### config.mk
export PLATFORM = sky130hd
export DESIGN_NAME = delay_arbiter
export DESIGN_NICKNAME = d
export VERILOG_FILES = /design/src/rtl/delay_arbiter_pkg.sv /design/src/rtl/delay_arbiter_rr_picker.sv /design/src/rtl/delay_arbiter.sv
export SDC_FILE = /design/constraint.sdc
export NUM_CORES = 1
export LEC_CHECK = 0
export BUFFER_PORTS_ARGS = -buffer_cell sky130_fd_sc_hd__buf_4
export CAP_MARGIN = 20
export CORE_MARGIN = 2
export CORE_UTILIZATION = 50
export DETAILED_ROUTE_END_ITERATION = 16
export PLACE_DENSITY_LB_ADDON = 0.15
export SLEW_MARGIN = 40
export SYNTH_ARGS = -nofsm -noshare
export SYNTH_HDL_FRONTEND = slang
export SYNTH_SLANG_ARGS = --single-unit
### constraint.sdc
create_clock -name clk -period 2.7 [get_ports clk]
set_clock_uncertainty 0.2 [all_clocks]
set_input_delay 0.405 -clock clk [delete_from_list [all_inputs] [get_ports clk]]
set_output_delay 0.405 -clock clk [all_outputs]
set_load 0.01 [all_outputs]
### src/rtl/delay_arbiter_pkg.sv
// Shared state encodings and limits for the delay-counter arbiter.
package delay_arbiter_pkg;

  localparam int MAX_REQ = 8;

  typedef enum logic [1:0] {
    ST_IDLE = 2'd0,
    ST_LOAD = 2'd1,
    ST_WAIT = 2'd2,
    ST_DONE = 2'd3
  } state_t;

endpackage

### src/rtl/delay_arbiter_rr_picker.sv
// Combinational round-robin pick: first set req bit at or above ptr, wrapping to 0.
// Latency 0; no backpressure, valid simply mirrors |req.
module rr_picker #(
  parameter int NUM_REQ = 4
) (
  input  logic [NUM_REQ-1:0]         req,
  input  logic [$clog2(NUM_REQ)-1:0] ptr,
  output logic                       valid,
  output logic [$clog2(NUM_REQ)-1:0] idx
);

  localparam int IW = $clog2(NUM_REQ);

  logic [IW-1:0] cand;
  logic          found;

  always_comb begin
    valid = |req;
    idx   = '0;
    found = 1'b0;
    cand  = ptr;
    for (int k = 0; k < NUM_REQ; k++) begin
      if (!found && req[cand]) begin
        idx   = cand;
        found = 1'b1;
      end
      // Explicit wrap so non-power-of-two NUM_REQ never visits an unused index
      cand = (cand == IW'(NUM_REQ - 1)) ? '0 : cand + IW'(1);
    end
  end

endmodule

### src/rtl/delay_arbiter.sv
// Round-robin owner of the shared one-second delay_counter; LOAD->WAIT->DONE per grant, one-cycle done pulse.
// Grant 1 cycle after req; requesters hold req until done. Optional DELAY_ABORT_EN: dropping req cancels the delay.
module delay_arbiter
  import delay_arbiter_pkg::*;
#(
  parameter int NUM_REQ = 4
) (
  input  logic               clk,
  input  logic               reset,
  input  logic [NUM_REQ-1:0] req,
  output logic [NUM_REQ-1:0] grant,
  output logic [NUM_REQ-1:0] done,
  output logic               busy,
  output logic               ld_delay,
  output logic               delayEN,
  input  logic               delay_done
);

  localparam int IW = $clog2(NUM_REQ);

  state_t        state;
  logic [IW-1:0] ptr;
  logic [IW-1:0] owner;
  logic [IW-1:0] owner_next;
  logic          pick_vld;
  logic [IW-1:0] pick_idx;
  logic          abort;

  rr_picker #(.NUM_REQ(NUM_REQ)) u_picker (
    .req   (req),
    .ptr   (ptr),
    .valid (pick_vld),
    .idx   (pick_idx)
  );

  assign owner_next = (owner == IW'(NUM_REQ - 1)) ? '0 : owner + IW'(1);

`ifdef DELAY_ABORT_EN
  assign abort = !req[owner];
`else
  assign abort = 1'b0;
`endif

  assign ld_delay = (state == ST_LOAD);
  assign delayEN  = (state == ST_WAIT);
  assign busy     = (state != ST_IDLE);
  assign done     = (state == ST_DONE) ? grant : '0;

  always_ff @(posedge clk) begin
    if (reset) begin
      state <= ST_IDLE;
      grant <= '0;
      ptr   <= '0;
      owner <= '0;
    end else begin
      case (state)
        ST_IDLE: begin
          if (pick_vld) begin
            state <= ST_LOAD;
            grant <= {{(NUM_REQ-1){1'b0}}, 1'b1} << pick_idx;
            owner <= pick_idx;
          end
        end
        ST_LOAD: begin
          if (abort) begin
            state <= ST_IDLE;
            grant <= '0;
            ptr   <= owner_next;
          end else begin
            state <= ST_WAIT;
          end
        end
        ST_WAIT: begin
          // delay_done only counts here; LOAD has already cleared any stale level
          if (abort) begin
            state <= ST_IDLE;
            grant <= '0;
            ptr   <= owner_next;
          end else if (delay_done) begin
            state <= ST_DONE;
          end
        end
        default: begin
          state <= ST_IDLE;
          grant <= '0;
          ptr   <= owner_next;
        end
      endcase
    end
  end

endmodule

==> impl_results.rst, run 1 <==
.. list-table::
   :header-rows: 1

   * - Metric
     - Value
   * - Result of the run
     - completed
   * - Placed inst area
     - 862 um2
   * - CTS Buffer Depth
     - 2
   * - Max-capacitance violation count
     - 0
   * - VDD IR-drop max
     - 0.504 mV
   * - Pleak
     - 0.000406 uW
   * - CP max stage delay
     - 0.53 ns
   * - Area Growth Syn to Fin
     - 22.9%
   * - Beginning of the critical path
     - ptr[0]$_SDFFE_PP0N_
   * - End of the worst register-to-register path
     - grant[0]$_SDFFE_PP0P_
   * - Syn avg cell area
     - 7.94 um2
   * - Number of enable flip-flop cells after synthesis
     - 0
   * - #FFs+latches synth
     - 10
   * - FFs w/ async S/R, synth
     - 0
   * - Most Frequent Cell on Critical Path
     - o21ai_2
   * - Die Outline Area
     - 1780 um2
   * - Number of setup violations in the final report
     - 0
   * - Post-DP HPWL
     - 1200 um
   * - Number of distinct standard cells referenced by the synthesized netlist
     - 28
   * - Maximum number of pins on one net before global-route repair
     - 13
   * - Req. time, crit path
     - 2.67 ns
   * - Hold WC Path Type
     - primary input to flop
   * - Top delay family on crit path
     - compound AO/OA/AOI/OAI gates
   * - Cell at the root of the clock tree
     - clkbuf_4
   * - Vias per Instance
     - about 5.9
   * - # resized after CTS
     - 0
   * - Synthesized cell area
     - 731 um2
   * - Diodes inserted
     - 0
   * - FF-to-FF Start
     - ptr[0]$_SDFFE_PP0N_
   * - Clock slew at the register clock pins of the worst setup and hold paths
     - 0.08 ns
   * - RSZ-0062 raised after global routing
     - no
   * - Hold Worst Slack
     - 0.188 ns
   * - Ratio of cells with drive above 1 in the final layout
     - 0.245
   * - Count leader, synth
     - nor2_1
   * - Count of warnings emitted by yosys
     - 0
   * - WP depth
     - 7
   * - Count of buffers added by post-CTS timing repair for setup
     - 0
   * - Worst R2R Path Depth
     - 7
   * - I/O pin count
     - 18
   * - Nets
     - 124
   * - Core region area
     - 1330 um2
   * - Post-detailed-route DRC marker count
     - 0
   * - RD Place Congestion
     - 0.738
   * - Relative max-transition margin
     - 0.708
   * - Initial Utilization
     - 0.548
   * - Via Count
     - 737
   * - Die height
     - about 42 um
   * - Rows
     - 13
   * - Final hold violation count
     - 0
   * - Capturing element of the worst setup path
     - grant[0]$_SDFFE_PP0P_
   * - Max-slew violations
     - 0
   * - Crit path buf inv count
     - 0
   * - Final std cells w/o fill
     - 125
   * - Actual transition at the worst max-transition pin
     - 0.435 ns
   * - Routed WL per cell
     - 12.7 um
   * - TritonCTS buffer count
     - 3
   * - Post-placement cell count
     - 121
   * - Final critical delay including setup and external delays
     - 2.48 ns
   * - Largest cells by area after synthesis
     - dfxtp_1 27%, ha_1 10%, mux2i_1 8.2%, nor2_1 6.7%, o21ai_0 4.8%
   * - Clock tree sinks
     - 10
   * - Kind of launch point of the worst setup path
     - flop
   * - # hold bufs at CTS
     - 0
   * - Number of nets in the synthesized netlist
     - 105
   * - Final wirelength
     - 1590 um
   * - Post-synthesis sequential area ratio
     - 0.274
   * - Total power
     - about 760 uW
   * - Global-route wire length before repair
     - 2770 um
   * - Critical Path Fanout Max
     - 12
   * - Clock latency on the worst-skew pair
     - 0.27 ns
   * - Post-synthesis instance total
     - between 90 and 100
   * - Crit path max-delay cell type
     - or4b_4
   * - Number of nets with antenna violations after routing
     - 0
   * - Critical path capture point type
     - flop
   * - Antenna violations before repair
     - 0
   * - Die Width
     - roughly 42 um
   * - Top post-synthesis cells by count
     - 13 x nor2_1, 10 x dfxtp_1, 8 x inv_1, 7 x o21ai_0
   * - Power density normalized to cell area
     - 850 nW/um2
   * - Clock tree from TritonCTS
     - built
   * - Number of H-tree branching levels
     - 1
   * - Synth top area share
     - 0.274
   * - Share of the clock period used by the worst path after layout
     - 0.918
   * - Via count of the first global-routing pass
     - 663
   * - Cell taking the most area after synthesis
     - dfxtp_1
   * - GRT Resource Usage Total
     - 0.195
   * - Post-route cell area
     - 898 um2
   * - Worst Setup Path Type
     - flop to flop
   * - Cells along the critical path
     - ha_1 -> or4b_4 -> o21ai_2 -> a32oi_1 -> o21ai_2 -> nor3_1 -> a22o_1
   * - Arrival @ worst endpoint
     - about 2.5 ns
   * - Input/output buffers
     - 17
   * - Sum of negative setup slack
     - 0 ns
   * - Detailed Routing Iterations Pass 1
     - 4
   * - Number of design-rule violations left by the first detailed-router iteration
     - 9
   * - R2r setup slk
     - 0.22 ns
   * - Sum of overflow across all layers after global routing
     - 0
   * - Most used flip-flop cell after synthesis
     - dfxtp_1
   * - Highest achievable clock rate
     - 0.403 GHz
worst min path at each step:
stage | slack [ns] | endpoint | depth (start not counted) | startpoint
global route | 0.20 | grant[3]$_SDFFE_PP0P_ | 2 | reset
floorplan | 0.28 | owner[1]$_SDFFE_PP0P_ | 2 | owner[1]$_SDFFE_PP0P_
global placement | 0.26 | grant[3]$_SDFFE_PP0P_ | 2 | grant[3]$_SDFFE_PP0P_
CTS | 0.17 | grant[3]$_SDFFE_PP0P_ | 2 | reset
finish | 0.19 | grant[3]$_SDFFE_PP0P_ | 2 | reset
detailed placement | 0.26 | grant[3]$_SDFFE_PP0P_ | 2 | grant[3]$_SDFFE_PP0P_
final cells by class:
cell class,instances,area (um2)
multi-input cells,71,485
fillers,124,435
flip-flops and latches,10,200
repair buffers,17,128
clock buffers,4,36.3
inverters,8,30.0
well taps,15,18.8
power by group:
part           total, uW  leakage, uW  internal (uW)  switching (uW)
Combinational        399     0.000304            185             214
Clock                136    0.0000210           81.9            54.4
Sequential           228    0.0000818            189            39.3
cell families after synthesis:
| group | synth area share |
|---|---|
| AND/OR/NAND/NOR | 0.259 |
| AO/OA/AOI/OAI | 0.221 |
| buffers and inverters | 0.0616 |
| flip-flops | 0.274 |
| multiplexers | 0.0822 |
| adder cells (fa/ha/maj) | 0.103 |
sequential cells by signal, indices dropped and copies added (netlist names):
signal,flops
owner,2
state,2
grant,4
ptr,2
layout by cell type, fill, tap and decap left out, types with 4 or more instances in the layout:
master / n
o21ai_0: 7
mux2i_1: 6
and2_1: 4
nor2_1: 13
buf_4: 17
inv_1: 8
dfxtp_1: 10
ha_1: 6
a21oi_1: 4
nand2_1: 6
routing by layer:
metal	vias up	track usage	wire (um)
met4	0	0.0875	21
li1	368	-	-
met2	22	0.311	739
met1	341	0.253	738
met5	-	0	0
met3	6	0.0388	93
metrics by stage:
stage                util  worst slack [ns]
floorplan               -             0.559
global placement    0.646             0.323
detailed placement  0.646             0.220
CTS                 0.674             0.235
global route        0.674            0.0789
finish              0.674             0.221
(Power assumes the default switching activity.)
==> run 2: changes to the inputs <==
- CAP_MARGIN: 20 -> 15
- MAX_ROUTING_LAYER: unset -> met4
- SYNTH_HIERARCHICAL: unset -> 1
==> run 2 against run 1 <==
First-iteration DRC count up 89%; synthesized cell count up 16%; register-to-register slack worse by 0.10 ns; wire length up 19%; maximum frequency down 3.9%; worst hold slack worse by 0.018 ns; die area up 19%; critical path type unchanged; sequential power down 4%.
==> impl_results.rst, run 2 <==
.. list-table::
   :header-rows: 1

   * - Metric
     - Value
   * - Global Route met3 Usage
     - 0.0353
   * - Crit path buf inv count
     - 1
   * - Clock tree from TritonCTS
     - built
   * - Routed WL per cell
     - 13.3 um
   * - Global-route wire length before repair
     - 3020 um
   * - Highest achievable clock rate
     - around 0.39 GHz
   * - Number of nets with antenna violations after routing
     - 0
   * - CP max stage delay
     - 0.55 ns
   * - Diodes inserted
     - 0
   * - Kind of launch point of the worst setup path
     - flop
   * - Post-synthesis instance total
     - 107
   * - Top delay family on crit path
     - compound AO/OA/AOI/OAI gates
   * - Max-slew violations
     - 0
   * - Die Outline Area
     - about 2100 um2
   * - Critical Path Fanout Max
     - 6
   * - Initial Utilization
     - 0.524
   * - Worst Setup Path Type
     - flop to flop
   * - Via Count
     - 818
   * - Post-route cell area
     - between 1000 and 1500 um2
   * - Maximum number of pins on one net before global-route repair
     - 18
   * - Post-DP HPWL
     - 1470 um
   * - Count of warnings emitted by yosys
     - 6
   * - Sum of negative setup slack
     - 0 ns
   * - Final critical delay including setup and external delays
     - 2.58 ns
   * - RSZ-0062 raised after global routing
     - yes
   * - Number of design-rule violations left by the first detailed-router iteration
     - 17
   * - I/O pin count
     - 18
   * - Synth top area share
     - 0.226
   * - Final wirelength
     - between 1500 and 2000 um
   * - TritonCTS buffer count
     - 3
   * - GR Layer Usage met1
     - 0.264
   * - Number of setup violations in the final report
     - 0
   * - Share of the clock period used by the worst path after layout
     - 0.955
   * - Most common library cell in the layout ignoring fill and taps
     - buf_4
   * - Vias per Instance
     - about 5.7
   * - Post-synthesis sequential area ratio
     - 0.226
   * - Top register by number of flip-flops
     - grant
   * - Count of buffers added by post-CTS timing repair for setup
     - 0
   * - Final std cells w/o fill
     - 143
   * - RD Place Congestion
     - 0.899
   * - Via count of the first global-routing pass
     - 696
   * - Area Growth Syn to Fin
     - 20.7%
   * - Die height
     - around 46 um
   * - Pleak
     - approximately 0.00049 uW
   * - #FFs+latches synth
     - 10
   * - Power density normalized to cell area
     - 730 nW/um2
   * - Cell taking the most area after synthesis
     - dfxtp_1
   * - Nets
     - 142
   * - Input/output buffers
     - 17
   * - Met2 capacity usage during global routing
     - 0.319
   * - Crit path max-delay cell type
     - or4_1
   * - VDD IR-drop max
     - 0.434 mV
   * - Post-detailed-route DRC marker count
     - 0
   * - Syn avg cell area
     - 8.27 um2
   * - # hold bufs at CTS
     - 0
   * - Number of nets in the synthesized netlist
     - 121
   * - Number of distinct standard cells referenced by the synthesized netlist
     - 34
   * - Actual transition at the worst max-transition pin
     - 0.420 ns
   * - CTS Buffer Depth
     - 2
   * - Commonest cells after routing, fill and taps aside
     - 23 x buf_4, 11 x a21oi_1, 10 x dfxtp_1
   * - Relative max-transition margin
     - 0.718
   * - Most used routing layer in global routing
     - met2
   * - Clock slew at the register clock pins of the worst setup and hold paths
     - around 0.070 ns
   * - Final standard cell utilization of the core
     - 0.632
   * - Post-placement cell count
     - 140
   * - FFs w/ async S/R, synth
     - 0
   * - Clock tree sinks
     - 10
   * - Detailed Routing Iterations Pass 1
     - 4
   * - Placed inst area
     - 1030 um2
   * - Rows
     - 15
   * - Die Width
     - 46.1 um
   * - Synthesized cell area
     - 885 um2
   * - Max-capacitance violation count
     - 0
   * - FILL cells
     - roughly 160
   * - Arrival @ worst endpoint
     - 2.58 ns
   * - Critical path capture point type
     - flop
   * - Result of the run
     - completed
   * - Hold WC Path Type
     - primary input to flop
   * - Number of enable flip-flop cells after synthesis
     - 0
   * - Largest cells by area after synthesis
     - dfxtp_1 23%, ha_1 9.9%, mux2i_1 7.9%, a21oi_1 6.2%, nand2_1 3.8%
   * - Core region area
     - 1690 um2
   * - Cell at the root of the clock tree
     - clkbuf_4
   * - Clock latency on the worst-skew pair
     - 0.27 ns
   * - Req. time, crit path
     - 2.70 ns
   * - Cells along the critical path
     - ha_1 -> buf_4 -> nand2_1 -> o21ai_0 -> a211oi_1 -> o311ai_4 -> or4_1 -> a21oi_1
   * - Number of H-tree branching levels
     - 1
   * - # resized after CTS
     - 0
   * - Antenna violations before repair
     - 0
   * - Ratio of cells with drive above 1 in the final layout
     - 0.246
   * - GRT Resource Usage Total
     - 0.204
   * - Sum of overflow across all layers after global routing
     - 0
   * - Count leader, synth
     - a21oi_1
   * - Final hold violation count
     - 0
   * - Number of flip-flops under the largest register name
     - 4
   * - Most used flip-flop cell after synthesis
     - dfxtp_1
   * - Top post-synthesis cells by count
     - 11 x a21oi_1, 10 x dfxtp_1, 9 x nand2_1, 7 x ha_1, 7 x mux2i_1
==> run 2: layer usage <==
metal  share of wire  wire, um  vias to the layer above
met2            0.45       858                       21
met4           0.013        25                        0
li1                -         -                      429
met5               0         0                        -
met3           0.036        68                        2
met1            0.50       947                      366
==> run 2: through the flow <==
stage                     worst slack [ns]  power (uW)  hold WS, ns
after floorplan                      0.247         525        0.240
after global placement               0.175         657        0.255
after detailed placement             0.125         668        0.278
after CTS                            0.107         775        0.168
after global routing               -0.0481         843        0.184
final                                0.121         779        0.171
==> run 2: final timing paths <==
| check | slack (ns) | to | cells after the start | start |
|---|---|---|---|---|
| max reg2reg | 0.12 | grant[1]$_SDFFE_PP0P_ | 8 | ptr[0]$_SDFFE_PP0N_ |
| min reg2reg | 0.28 | owner[1]$_SDFFE_PP0P_ | 2 | owner[1]$_SDFFE_PP0P_ |
| max | 0.12 | grant[1]$_SDFFE_PP0P_ | 8 | ptr[0]$_SDFFE_PP0N_ |
| min | 0.17 | grant[2]$_SDFFE_PP0P_ | 2 | reset |
==> run 2: cell type report <==
class                   instances  area, um2  share of cell area
clock buffers                   3       22.5              0.0211
inverters                       5       18.8              0.0176
multi-input cells              85        632               0.592
flip-flops and latches         10        200               0.188
well taps                      17       21.3              0.0199
repair buffers                 23        173               0.162
==> run 2: report_power, final <==
| part | internal (uW) | total [uW] | switching [uW] |
|---|---|---|---|
| logic | 216 | 456 | 240 |
| clock network | 51.6 | 105 | 53.8 |
| registers | 188 | 218 | 30.2 |
==> run 2: logic make-up (layout without fill, tap and decap cells) <==
logic type	after synthesis	after routing	synth area share
adder cells (fa/ha/maj)	7	7	0.0990
AND/OR/NAND/NOR	43	43	0.301
AO/OA/AOI/OAI	26	26	0.194
multiplexers	9	9	0.109
flip-flops	10	10	0.226
buffers and inverters	12	31	0.0707
